`src/rtl/core_acc_arb_if.sv`:
```
// core_acc_arb_if: lane-side and accumulator-side handshake bundle of the
// accumulation arbiter.
//   req_data/req_valid/req_ready : per-lane psum stream (lane i = req_data[i])
//   acc_idata/acc_idata_valid    : registered psum stream to the accumulator
//   acc_odata_valid              : accumulator result pulse
//   out_id/out_id_valid          : owner lane of the current result
// modport slave  : the arbiter
// modport master : the environment (MAC lanes + accumulator)
interface core_acc_arb_if #(
  parameter int REQ_NUM   = 4,
  parameter int IDATA_BIT = 32,
  parameter int ID_BIT    = $clog2(REQ_NUM)
) ();
  logic [REQ_NUM-1:0][IDATA_BIT-1:0] req_data;
  logic [REQ_NUM-1:0]                req_valid;
  logic [REQ_NUM-1:0]                req_ready;
  logic [IDATA_BIT-1:0]              acc_idata;
  logic                              acc_idata_valid;
  logic                              acc_odata_valid;
  logic [ID_BIT-1:0]                 out_id;
  logic                              out_id_valid;

  modport slave (
    input  req_data, req_valid, acc_odata_valid,
    output req_ready, acc_idata, acc_idata_valid, out_id, out_id_valid
  );

  modport master (
    output req_data, req_valid, acc_odata_valid,
    input  req_ready, acc_idata, acc_idata_valid, out_id, out_id_valid
  );
endinterface

```
`src/rtl/core_acc_arb.sv`:
```
// core_acc_arb: round-robin arbiter sharing one accumulator among REQ_NUM
// psum lanes. A lane is granted for a whole group of cfg_acc_num beats, its
// beats are forwarded through one register stage, and the lane ID of each
// completed group is queued so the accumulator's result can be tagged.
// Ports:
//   clk, rst       : clock, synchronous active-high reset
//   cfg_acc_num    : beats per group, sampled at grant (0 acts as 1)
//   bus (slave)    : lane handshakes, accumulator input/output, out_id
//   busy           : FSM not idle or groups still owed a result
//   err_underflow  : sticky, result arrived with no group outstanding
module core_acc_arb #(
  parameter int REQ_NUM    = 4,
  parameter int IDATA_BIT  = 32,
  parameter int CDATA_BIT  = 8,
  parameter int FIFO_DEPTH = 4,
  parameter int ID_BIT     = $clog2(REQ_NUM)
) (
  input  logic                 clk,
  input  logic                 rst,
  input  logic [CDATA_BIT-1:0] cfg_acc_num,
  core_acc_arb_if.slave        bus,
  output logic                 busy,
  output logic                 err_underflow
);
  localparam int PTR_W = (FIFO_DEPTH > 1) ? $clog2(FIFO_DEPTH) : 1;
  localparam int CNT_W = PTR_W + 1;

  typedef enum logic [1:0] {IDLE, XFER, GAP} state_e;

  state_e               state_q, state_d;
  logic [ID_BIT-1:0]    grant_q, grant_d;
  logic [ID_BIT-1:0]    rr_ptr_q, rr_ptr_d;
  logic [CDATA_BIT-1:0] num_lat_q, num_lat_d;
  logic [CDATA_BIT-1:0] beat_cnt_q, beat_cnt_d;

  logic [FIFO_DEPTH-1:0][ID_BIT-1:0] fifo_q;
  logic [PTR_W-1:0]     wr_ptr_q, rd_ptr_q;
  logic [CNT_W-1:0]     cnt_q;

  logic [IDATA_BIT-1:0] acc_idata_q;
  logic                 acc_vld_q;
  logic                 err_q;

  logic                 fifo_empty, fifo_full;
  logic                 hs, last_beat, push, pop;
  logic                 pick_vld;
  logic [ID_BIT-1:0]    pick_id;

  // (base + off) mod REQ_NUM for off < REQ_NUM; REQ_NUM need not be 2^n.
  function automatic logic [ID_BIT-1:0] wrap_add(logic [ID_BIT-1:0] base, int off);
    int s;
    s = int'(base) + off;
    if (s >= REQ_NUM) s = s - REQ_NUM;
    return ID_BIT'(s);
  endfunction

  assign fifo_empty = (cnt_q == '0);
  assign fifo_full  = (cnt_q == CNT_W'(FIFO_DEPTH));

  assign hs        = (state_q == XFER) && bus.req_valid[grant_q];
  assign last_beat = hs && (beat_cnt_q == num_lat_q - CDATA_BIT'(1));
  assign push      = last_beat;
  assign pop       = bus.acc_odata_valid && !fifo_empty;

  // First requester at or after rr_ptr. Scanning offsets from the far end
  // down lets the nearest requester overwrite any farther one.
  always_comb begin
    pick_vld = 1'b0;
    pick_id  = '0;
    for (int i = REQ_NUM - 1; i >= 0; i--) begin
      if (bus.req_valid[wrap_add(rr_ptr_q, i)]) begin
        pick_vld = 1'b1;
        pick_id  = wrap_add(rr_ptr_q, i);
      end
    end
  end

  // Next-state logic. A grant is only issued with a free FIFO slot, so the
  // push at the end of the group can never overflow.
  always_comb begin
    state_d    = state_q;
    grant_d    = grant_q;
    rr_ptr_d   = rr_ptr_q;
    num_lat_d  = num_lat_q;
    beat_cnt_d = beat_cnt_q;
    unique case (state_q)
      IDLE: begin
        if (pick_vld && !fifo_full) begin
          state_d    = XFER;
          grant_d    = pick_id;
          num_lat_d  = (cfg_acc_num == '0) ? CDATA_BIT'(1) : cfg_acc_num;
          beat_cnt_d = '0;
        end
      end
      XFER: begin
        if (hs) begin
          beat_cnt_d = beat_cnt_q + CDATA_BIT'(1);
          if (last_beat) begin
            state_d  = GAP;
            rr_ptr_d = (grant_q == ID_BIT'(REQ_NUM - 1)) ? '0 : grant_q + ID_BIT'(1);
          end
        end
      end
      GAP:     state_d = IDLE;
      default: state_d = IDLE;
    endcase
  end

  always_ff @(posedge clk) begin
    if (rst) begin
      state_q    <= IDLE;
      grant_q    <= '0;
      rr_ptr_q   <= '0;
      num_lat_q  <= '0;
      beat_cnt_q <= '0;
    end else begin
      state_q    <= state_d;
      grant_q    <= grant_d;
      rr_ptr_q   <= rr_ptr_d;
      num_lat_q  <= num_lat_d;
      beat_cnt_q <= beat_cnt_d;
    end
  end

  // Lane-ID FIFO. Push and pop in the same cycle leave the count alone;
  // the pop still consumes the old head because out_id reads rd_ptr_q.
  always_ff @(posedge clk) begin
    if (rst) begin
      fifo_q   <= '0;
      wr_ptr_q <= '0;
      rd_ptr_q <= '0;
      cnt_q    <= '0;
    end else begin
      if (push) begin
        fifo_q[wr_ptr_q] <= grant_q;
        wr_ptr_q         <= wr_ptr_q + PTR_W'(1);
      end
      if (pop) rd_ptr_q <= rd_ptr_q + PTR_W'(1);
      unique case ({push, pop})
        2'b10:   cnt_q <= cnt_q + CNT_W'(1);
        2'b01:   cnt_q <= cnt_q - CNT_W'(1);
        default: cnt_q <= cnt_q;
      endcase
    end
  end

  // Accumulator input stage: data holds when no beat transfers.
  always_ff @(posedge clk) begin
    if (rst) begin
      acc_idata_q <= '0;
      acc_vld_q   <= 1'b0;
      err_q       <= 1'b0;
    end else begin
      acc_vld_q <= hs;
      if (hs) acc_idata_q <= bus.req_data[grant_q];
      if (bus.acc_odata_valid && fifo_empty) err_q <= 1'b1;
    end
  end

  for (genvar g = 0; g < REQ_NUM; g++) begin : g_ready
    assign bus.req_ready[g] = (state_q == XFER) && (grant_q == ID_BIT'(g));
  end

  assign bus.acc_idata       = acc_idata_q;
  assign bus.acc_idata_valid = acc_vld_q;
  assign bus.out_id          = fifo_q[rd_ptr_q];
  assign bus.out_id_valid    = bus.acc_odata_valid && !fifo_empty;
  assign busy                = (state_q != IDLE) || !fifo_empty;
  assign err_underflow       = err_q;
endmodule

```
`src/flat_wrapper.sv`:
```
// flat-port wrapper written by rule: the top's interface ports become plain ports
module core_acc_arb_flat 
#(
  parameter int REQ_NUM    = 4,
  parameter int IDATA_BIT  = 32,
  parameter int CDATA_BIT  = 8,
  parameter int FIFO_DEPTH = 4,
  parameter int ID_BIT     = $clog2(REQ_NUM)
)
  (clk, rst, cfg_acc_num, busy, err_underflow, bus_req_data, bus_req_valid, bus_acc_odata_valid, bus_req_ready, bus_acc_idata, bus_acc_idata_valid, bus_out_id, bus_out_id_valid);
  core_acc_arb_if #(.REQ_NUM(REQ_NUM), .IDATA_BIT(IDATA_BIT), .ID_BIT(ID_BIT)) bus_i ();
  input  logic clk;
  input  logic rst;
  input  logic [CDATA_BIT-1:0] cfg_acc_num;
  output logic busy;
  output logic err_underflow;
  input wire logic [$bits(bus_i.req_data)-1:0] bus_req_data;
  input wire logic [$bits(bus_i.req_valid)-1:0] bus_req_valid;
  input wire logic [$bits(bus_i.acc_odata_valid)-1:0] bus_acc_odata_valid;
  output wire logic [$bits(bus_i.req_ready)-1:0] bus_req_ready;
  output wire logic [$bits(bus_i.acc_idata)-1:0] bus_acc_idata;
  output wire logic [$bits(bus_i.acc_idata_valid)-1:0] bus_acc_idata_valid;
  output wire logic [$bits(bus_i.out_id)-1:0] bus_out_id;
  output wire logic [$bits(bus_i.out_id_valid)-1:0] bus_out_id_valid;
  assign bus_i.req_data = bus_req_data;
  assign bus_i.req_valid = bus_req_valid;
  assign bus_i.acc_odata_valid = bus_acc_odata_valid;
  assign bus_req_ready = bus_i.req_ready;
  assign bus_acc_idata = bus_i.acc_idata;
  assign bus_acc_idata_valid = bus_i.acc_idata_valid;
  assign bus_out_id = bus_i.out_id;
  assign bus_out_id_valid = bus_i.out_id_valid;
  core_acc_arb #(.REQ_NUM(REQ_NUM), .IDATA_BIT(IDATA_BIT), .CDATA_BIT(CDATA_BIT), .FIFO_DEPTH(FIFO_DEPTH), .ID_BIT(ID_BIT)) u_core (.clk(clk), .rst(rst), .cfg_acc_num(cfg_acc_num), .bus(bus_i), .busy(busy), .err_underflow(err_underflow));
endmodule
```
`config.mk`:
```
export PLATFORM = sky130hd
export DESIGN_NAME = core_acc_arb_flat
export DESIGN_NICKNAME = d
export VERILOG_FILES = /design/src/rtl/core_acc_arb_if.sv /design/src/rtl/core_acc_arb.sv /design/src/flat_wrapper.sv
export SDC_FILE = /design/constraint.sdc
export NUM_CORES = 1
export LEC_CHECK = 0
export ABC_AREA = 1
export BUFFER_PORTS_ARGS = -buffer_cell sky130_fd_sc_hd__buf_4
export CAP_MARGIN = 20
export CELL_PAD_IN_SITES_DETAIL_PLACEMENT = 1
export CELL_PAD_IN_SITES_GLOBAL_PLACEMENT = 2
export CORE_ASPECT_RATIO = 2
export CORE_MARGIN = 4
export CORE_UTILIZATION = 26
export DETAILED_ROUTE_END_ITERATION = 8
export GPL_TIMING_DRIVEN = 0
export PLACE_DENSITY_LB_ADDON = 0.1
export REMOVE_ABC_BUFFERS = 1
export SLEW_MARGIN = 30
export SYNTH_ARGS = -nofsm -noshare
export SYNTH_HDL_FRONTEND = slang
export SYNTH_SLANG_ARGS = --single-unit
```
`constraint.sdc`:
```
create_clock -name clk -period 5 [get_ports clk]
set_clock_uncertainty 0.15 [all_clocks]
set_input_delay 0.25 -clock clk [delete_from_list [all_inputs] [get_ports clk]]
set_output_delay 0.25 -clock clk [all_outputs]
set_load 0.02 [all_outputs]
```
# --- Word level (Yosys, flattened, before mapping) ---
# Cells that the tools add are included.
op_classes:
  add_sub_neg: 14
  magnitude_cmp: 12
  n_eq_ne: 11
  muxes: 39
  n_reduce_logical: 24
ops:
  columns: ["op", "n"]
  rows:
  - ["32-bit binary-select mux with 2-bit select", 1]
  - ["32-bit two-way mux", 1]
  - ["2-bit two-way mux", 14]
  - ["8-bit two-way mux", 3]
  - ["2-bit by 3-bit less-than comparator with 1-bit output, second input constant", 7]
  - ["8-bit one-hot mux with 2 select lines", 1]
  - ["1-bit binary-select mux with 2-bit select", 5]
  - ["1-bit logical AND", 10]
  - ["3-bit >= comparator, second input constant", 3]
  - ["1-bit two-way mux", 9]
  - ["3-bit AND reduction", 3]
  - ["8-bit by 1-bit adder with 8-bit output, second input constant", 1]
  - ["8-bit bitwise mux", 1]
  - ["8-bit equality test", 1]
  - ["8-bit zero test", 1]
  - ["2-bit by 1-bit subtractor with 2-bit output, second input constant", 4]
  - ["8-bit by 1-bit subtractor with 8-bit output, second input constant", 1]
  - ["2-bit by 1-bit adder with 2-bit output, second input constant", 3]
  - ["2-bit by 2-bit adder with 3-bit output, second input constant", 2]
  - ["2-bit by 1-bit equality test with 1-bit output, second input constant", 3]
  - ["2-bit equality test, second input constant", 3]
  - ["2-bit by 1-bit != test with 1-bit output, second input constant", 3]
  - ["3-bit one-hot mux with 2 select lines", 1]
  - ["2-bit nonzero test", 3]
  - ["14 further kinds", 16]
totals:
  register_bits: 71
  in_bits: 143
  wordCells: 115

# --- Longest topological paths before layout ---
logic_depth:
  word_depth: 12
  ltp_mapped: 18
  mapped_depth_nobuf: 18

# --- Worst setup path before layout ---
# OpenSTA, ideal clock, no wires.
synth_path:
  kind: "register to register"
  start: "reg u_core.num_lat_q[0]"
  end: "reg u_core.cnt_q[2]"
  t_arrival_ps: 2283
  required_time_ps: 4728
  slack_ps: 2445
  stages_incl_launch_ff: 17
  n_path_buf: 0
  synth_period_minus_slack_ps: 2555
  cell_sequence: "dfxtp_1 -> inv_2 -> ha_1 -> inv_1 -> nand2_1 -> a21oi_1 -> nor2_4 -> nand3_4 -> nor2_8 -> nand3_4 -> ha_1 -> inv_1 -> fa_1 -> a21oi_1 -> o21ai_0 -> o21ai_0 -> a21oi_1"
synth_between:
  elab_chain_len: 5
  elab_cells_between_ends: 7
  classes_between: "1 x add/sub; 3 x eq/ne; 1 x mux; 2 x reduce/logical"
synth_rtl:
  columns: ["item", "line", "rtl"]
  rows:
  - ["start, declared", "core_acc_arb.sv:33", "logic [CDATA_BIT-1:0] num_lat_q, num_lat_d;"]
  - ["start signal, assigned", "core_acc_arb.sv:120", "num_lat_q <= num_lat_d;"]
  - ["8-bit by 1-bit subtractor with 8-bit output *", "core_acc_arb.sv:61", "assign last_beat = hs && (beat_cnt_q == num_lat_q - CDATA_BIT'(1));"]
  - ["8-bit equality test *", "core_acc_arb.sv:61", null]
  - ["1-bit logical AND *", "core_acc_arb.sv:61", null]
  - ["2-bit by 1-bit equality test with 1-bit output / 2-bit equality test (equally long branches)", "core_acc_arb.sv:139", "unique case ({push, pop})"]
  - ["3-bit one-hot mux with 2 select lines / 2-bit nonzero test (equally long branches)", null, null]
  - ["end signal, assigned", "core_acc_arb.sv:140", "2'b10: cnt_q <= cnt_q + CNT_W'(1);"]
  - ["end signal, assigned", "core_acc_arb.sv:141", "2'b01: cnt_q <= cnt_q - CNT_W'(1);"]
  - ["end signal, assigned", "core_acc_arb.sv:142", "default: cnt_q <= cnt_q;"]
  - ["end, declared", "core_acc_arb.sv:38", "logic [CNT_W-1:0] cnt_q;"]
# Every way passes the cells marked *; elsewhere a longest branch is shown, timed or not.
# A chain may end at the register's enable or synchronous reset.

# --- Final worst setup path ---
layout_path:
  start: "reg u_core.grant_q[0]"
  end: "reg u_core.beat_cnt_q[0]"
layout_between:
  elab_chain_len: 5
layout_rtl:
  columns: ["item", "line", "rtl"]
  rows:
  - ["start, declared", "core_acc_arb.sv:31", "logic [ID_BIT-1:0] grant_q, grant_d;"]
  - ["start signal, assigned", "core_acc_arb.sv:118", "grant_q <= grant_d;"]
  - ["1-bit binary-select mux with 2-bit select", "core_acc_arb.sv:60", "assign hs = (state_q == XFER) && bus.req_valid[grant_q];"]
  - ["1-bit two-way mux (implied by the code)", "core_acc_arb.sv:60", null]
  - ["1-bit logical AND", "core_acc_arb.sv:60", null]
  - ["2-bit by 1-bit != test with 1-bit output (no line)", null, null]
  - ["3-bit AND reduction (no line)", null, null]
  - ["end signal, assigned", "core_acc_arb.sv:121", "beat_cnt_q <= beat_cnt_d;"]
  - ["end, declared", "core_acc_arb.sv:34", "logic [CDATA_BIT-1:0] beat_cnt_q, beat_cnt_d;"]
# Every way passes these cells. The select of a mux whose other input is x is not followed.

==> results by group <==
Detailed routing
  • Metal2 WL: 9750 µm
  • Uppermost layer routed: met4
  • DRC Markers: 0
  • Post-DRT Antenna Nets: 0
  • Iter 0 DRT Violations: 130
  • Vias per cell: 4.84
  • WL/cell: 16.5 µm
  • Drt first pass iters: 4
  • Met3 WL: 1150 µm
  • Post-Route WL: 17300 µm
  • M1 wire length: 5990 µm
  • Via Count: 5087

Global route
  • Largest net degree at the start of global routing: 69
  • Initial antenna violation count: 0
  • Vias in the first global route: 5671
  • GRT Overall Usage: a little under a fifth
  • Congestion Overflow GR: 0
  • Wire length of the first global-routing pass: 27600 µm

Flow run
  • Max-Cap Viols: 0

Synth
  • Synth top area cells: dfxtp_1, nor2_1, o21ai_0
  • Syn Inst Count: 681
  • Synthesized area: between 4000 and 5000 µm²
  • Synth Warn #: 0
  • Seq cells post-synth: 71
  • Cell accounting for the most synthesized area: dfxtp_1
  • Syn avg cell area: 6.36 µm²
  • Cell variety after synth: 30
  • Share of the synthesized area in the top cell type: 32.8%
  • Post-synthesis sequential area ratio: 32.8%

Timing
  • Relative slew margins: 47.5%
  • F_max: 0.296 GHz
  • Final period utilization: 67.5%
  • Worst-Margin Slew: 0.786 ns
  • Final max-slew violation count: 0
  • RSZ-0062 raised after global routing: false
  • Hold Slack: 0.0360 ns
  • Crit path time final: roughly 3.4 ns
  • Endpoints failing setup: 0
  • Final Hold Vio Count: 0

Setup path
  • Worst setup EP type: flop
  • Arr. time, crit path: 3.42 ns
  • Reg-to-reg startpoint: u_core.grant_q[0]
  • Max stage delay on crit path: 0.61 ns
  • Crit path max-delay family: simple AND/OR/NAND/NOR gates
  • FF-to-FF path depth: 10
  • CP startpoint kind: flop
  • Worst Setup SP: u_core.grant_q[0]
  • CP required: approximately 5 ns
  • R2r setup slk: 1.63 ns
  • Max FO, Critical Path: approximately 70
  • Critical path class: flop to flop
  • CP cell instances: inv_4, nand2_1, nand3_1, nand2_2, nor2_4, inv_2, nand2_4, inv_2, o21ai_1, a21oi_1
  • Critical path depth: 10
  • Slowest-stage cell, CP: nor2_4
  • CP bufs+invs: 3
  • Cell repeated most along the worst path: inv_2

Placed design
  • Port bufs: roughly 180
  • Cell Area, Placed: roughly 5900 µm²
  • Routability cong.: 0.743
  • DPL Wire Length: 13500 µm

Pwr
  • Reg power frac: a little over a third
  • Worst vdd ir: around 0.16 mV
  • Switch share: 32.4%
  • Power Internal: ~1.2 mW
  • Clock share of power: 35.6%
  • NetSw: 0.586 mW
  • LEAKAGE: 2.88 nW
  • Pwr dens: 293 nW/µm²
  • Logic pwr share: 28.6%
  • Final Power: 1.81 mW

Final layout
  • Inserted Diodes: 0
  • Most frequent cells in the layout: buf_4, nor2_1, o21ai_0, nand2_1, dfxtp_1
  • Area grow syn2layout: 42.7%
  • Fill count: 2160
  • Design area: 6180 µm²
  • Commonest non-fill, non-tap cell in the layout: buf_4
  • Share of layout cells above drive strength 1: 27.7%
  • Nets@finish: 998

Clock tree
  • Hold_buf cts: 0
  • CTS Root Cell: clkbuf_16
  • CTS tree: yes
  • Clock slew at reported path FFs: about 0.060 ns
  • Total CTS buffers: 9
  • Skew-Pair Late Insertion Delay: approximately 0.33 ns
  • H-tree level count: 3
  • CTS max path bufs: 2
  • Sink Count: between 70 and 80
  • # resized after CTS: 0
  • Setup Buffers After CTS: 0

Floorplanning
  • Number of top-level pins: 185
  • Die width: around 99 µm
  • # rows: 66
  • Chip height: 190 µm
  • Starting Density: 26.5%
  • Area of the core: 16400 µm²
  • Die area: 18900 µm²

Min path
  • Hold depth: 3
  • Worst min path class: input pin to flop
  • Hold path start: cfg_acc_num[0]

Run status
  • Outcome: finished clean
-- worst register-to-register path, delay by kind of cell, from the launching register on --
| family | cells | cell delay [ns] |
|---|---|---|
| AO/OA/AOI/OAI | 2 | 0.20 |
| AND/OR/NAND/NOR | 5 | 1.28 |
| flip-flops | 1 | 0.46 |
| buffers and inverters | 3 | 1.17 |
-- cell families after synthesis --
group	after synthesis	synth area share [%]
xor gates and xnor gates	4	0.810
DFF	71	32.8
adders and majority gates	12	3.64
AOI/OAI and AO/OA	193	23.4
and+or+nand+nor	306	30.8
buffers and inverters	95	8.56
-- cell usage after synthesis (all sizes together) --
library cell / n
nor2: 186
clkbuf: 27
dfxtp: 71
nor3: 1
nand3: 24
inv: 57
a21boi: 1
fa: 1
o22ai: 33
clkinv: 2
buf: 9
xor2: 2
nand4: 6
ha: 11
nand2: 88
o21ai: 127
a21oi: 30
xnor2: 2
a31oi: 2
nor4: 1
-- routing by layer --
| metal | global-route usage (%) | up-vias |
|---|---|---|
| met5 | 0 | - |
| li1 | - | 2564 |
| met1 | 17.1 | 2376 |
| met2 | 36.4 | 127 |
| met3 | 5.35 | 20 |
| met4 | 6.63 | 0 |
-- power groups by stage --
| stage | registers [mW] | logic, mW | clock network, mW |
|---|---|---|---|
| 2_1_floorplan | 0.696 | 0.234 | 0 |
| 3_3_place_gp | 0.673 | 0.495 | 0 |
| 3_5_place_dp | 0.659 | 0.530 | 0 |
| 4_1_cts | 0.648 | 0.531 | 0.669 |
| 5_1_grt | 0.654 | 0.579 | 0.686 |
| 6_report | 0.647 | 0.517 | 0.643 |
-- state kept, by name (all words and copies together) (netlist names) --
name / flops
u_core.rr_ptr_q: 2
u_core.state_q: 2
u_core.num_lat_q: 8
u_core.wr_ptr_q: 2
u_core.bus.acc_idata_valid: 1
u_core.fifo_q: 8
u_core.rd_ptr_q: 2
u_core.cnt_q: 3
u_core.err_underflow: 1
u_core.bus.acc_idata: 32
u_core.beat_cnt_q: 8
u_core.grant_q: 2
-- cell type report --
cell class,instances,area [µm²],area share [%]
clock inverters,4,45.0,0.729
multi-input cells,515,2540,41.1
well taps,204,255,4.13
inverters,59,225,3.65
clock buffers,12,246,3.99
repair buffers,187,1440,23.3
flip-flops and latches,71,1430,23.1
-- path summary, 6_finish.rpt --
kind | endpoint
hold / removal | u_core.num_lat_q[0]
setup reg to reg | u_core.beat_cnt_q[0]
hold reg to reg | u_core.err_underflow
setup / recovery | u_core.beat_cnt_q[0]
-- metrics by stage --
stage	worst slack (ns)	util, %	TNS, ns	instances
2_1_floorplan	1.04	-	0	645
3_3_place_gp	-0.447	35.6	-5.01	1033
3_5_place_dp	1.48	36.0	0	1036
4_1_cts	1.46	37.8	0	1052
5_1_grt	1.23	37.8	0	1052
6_report	1.63	37.8	0	1052
Note: power is estimated with default switching activity, not from simulation.
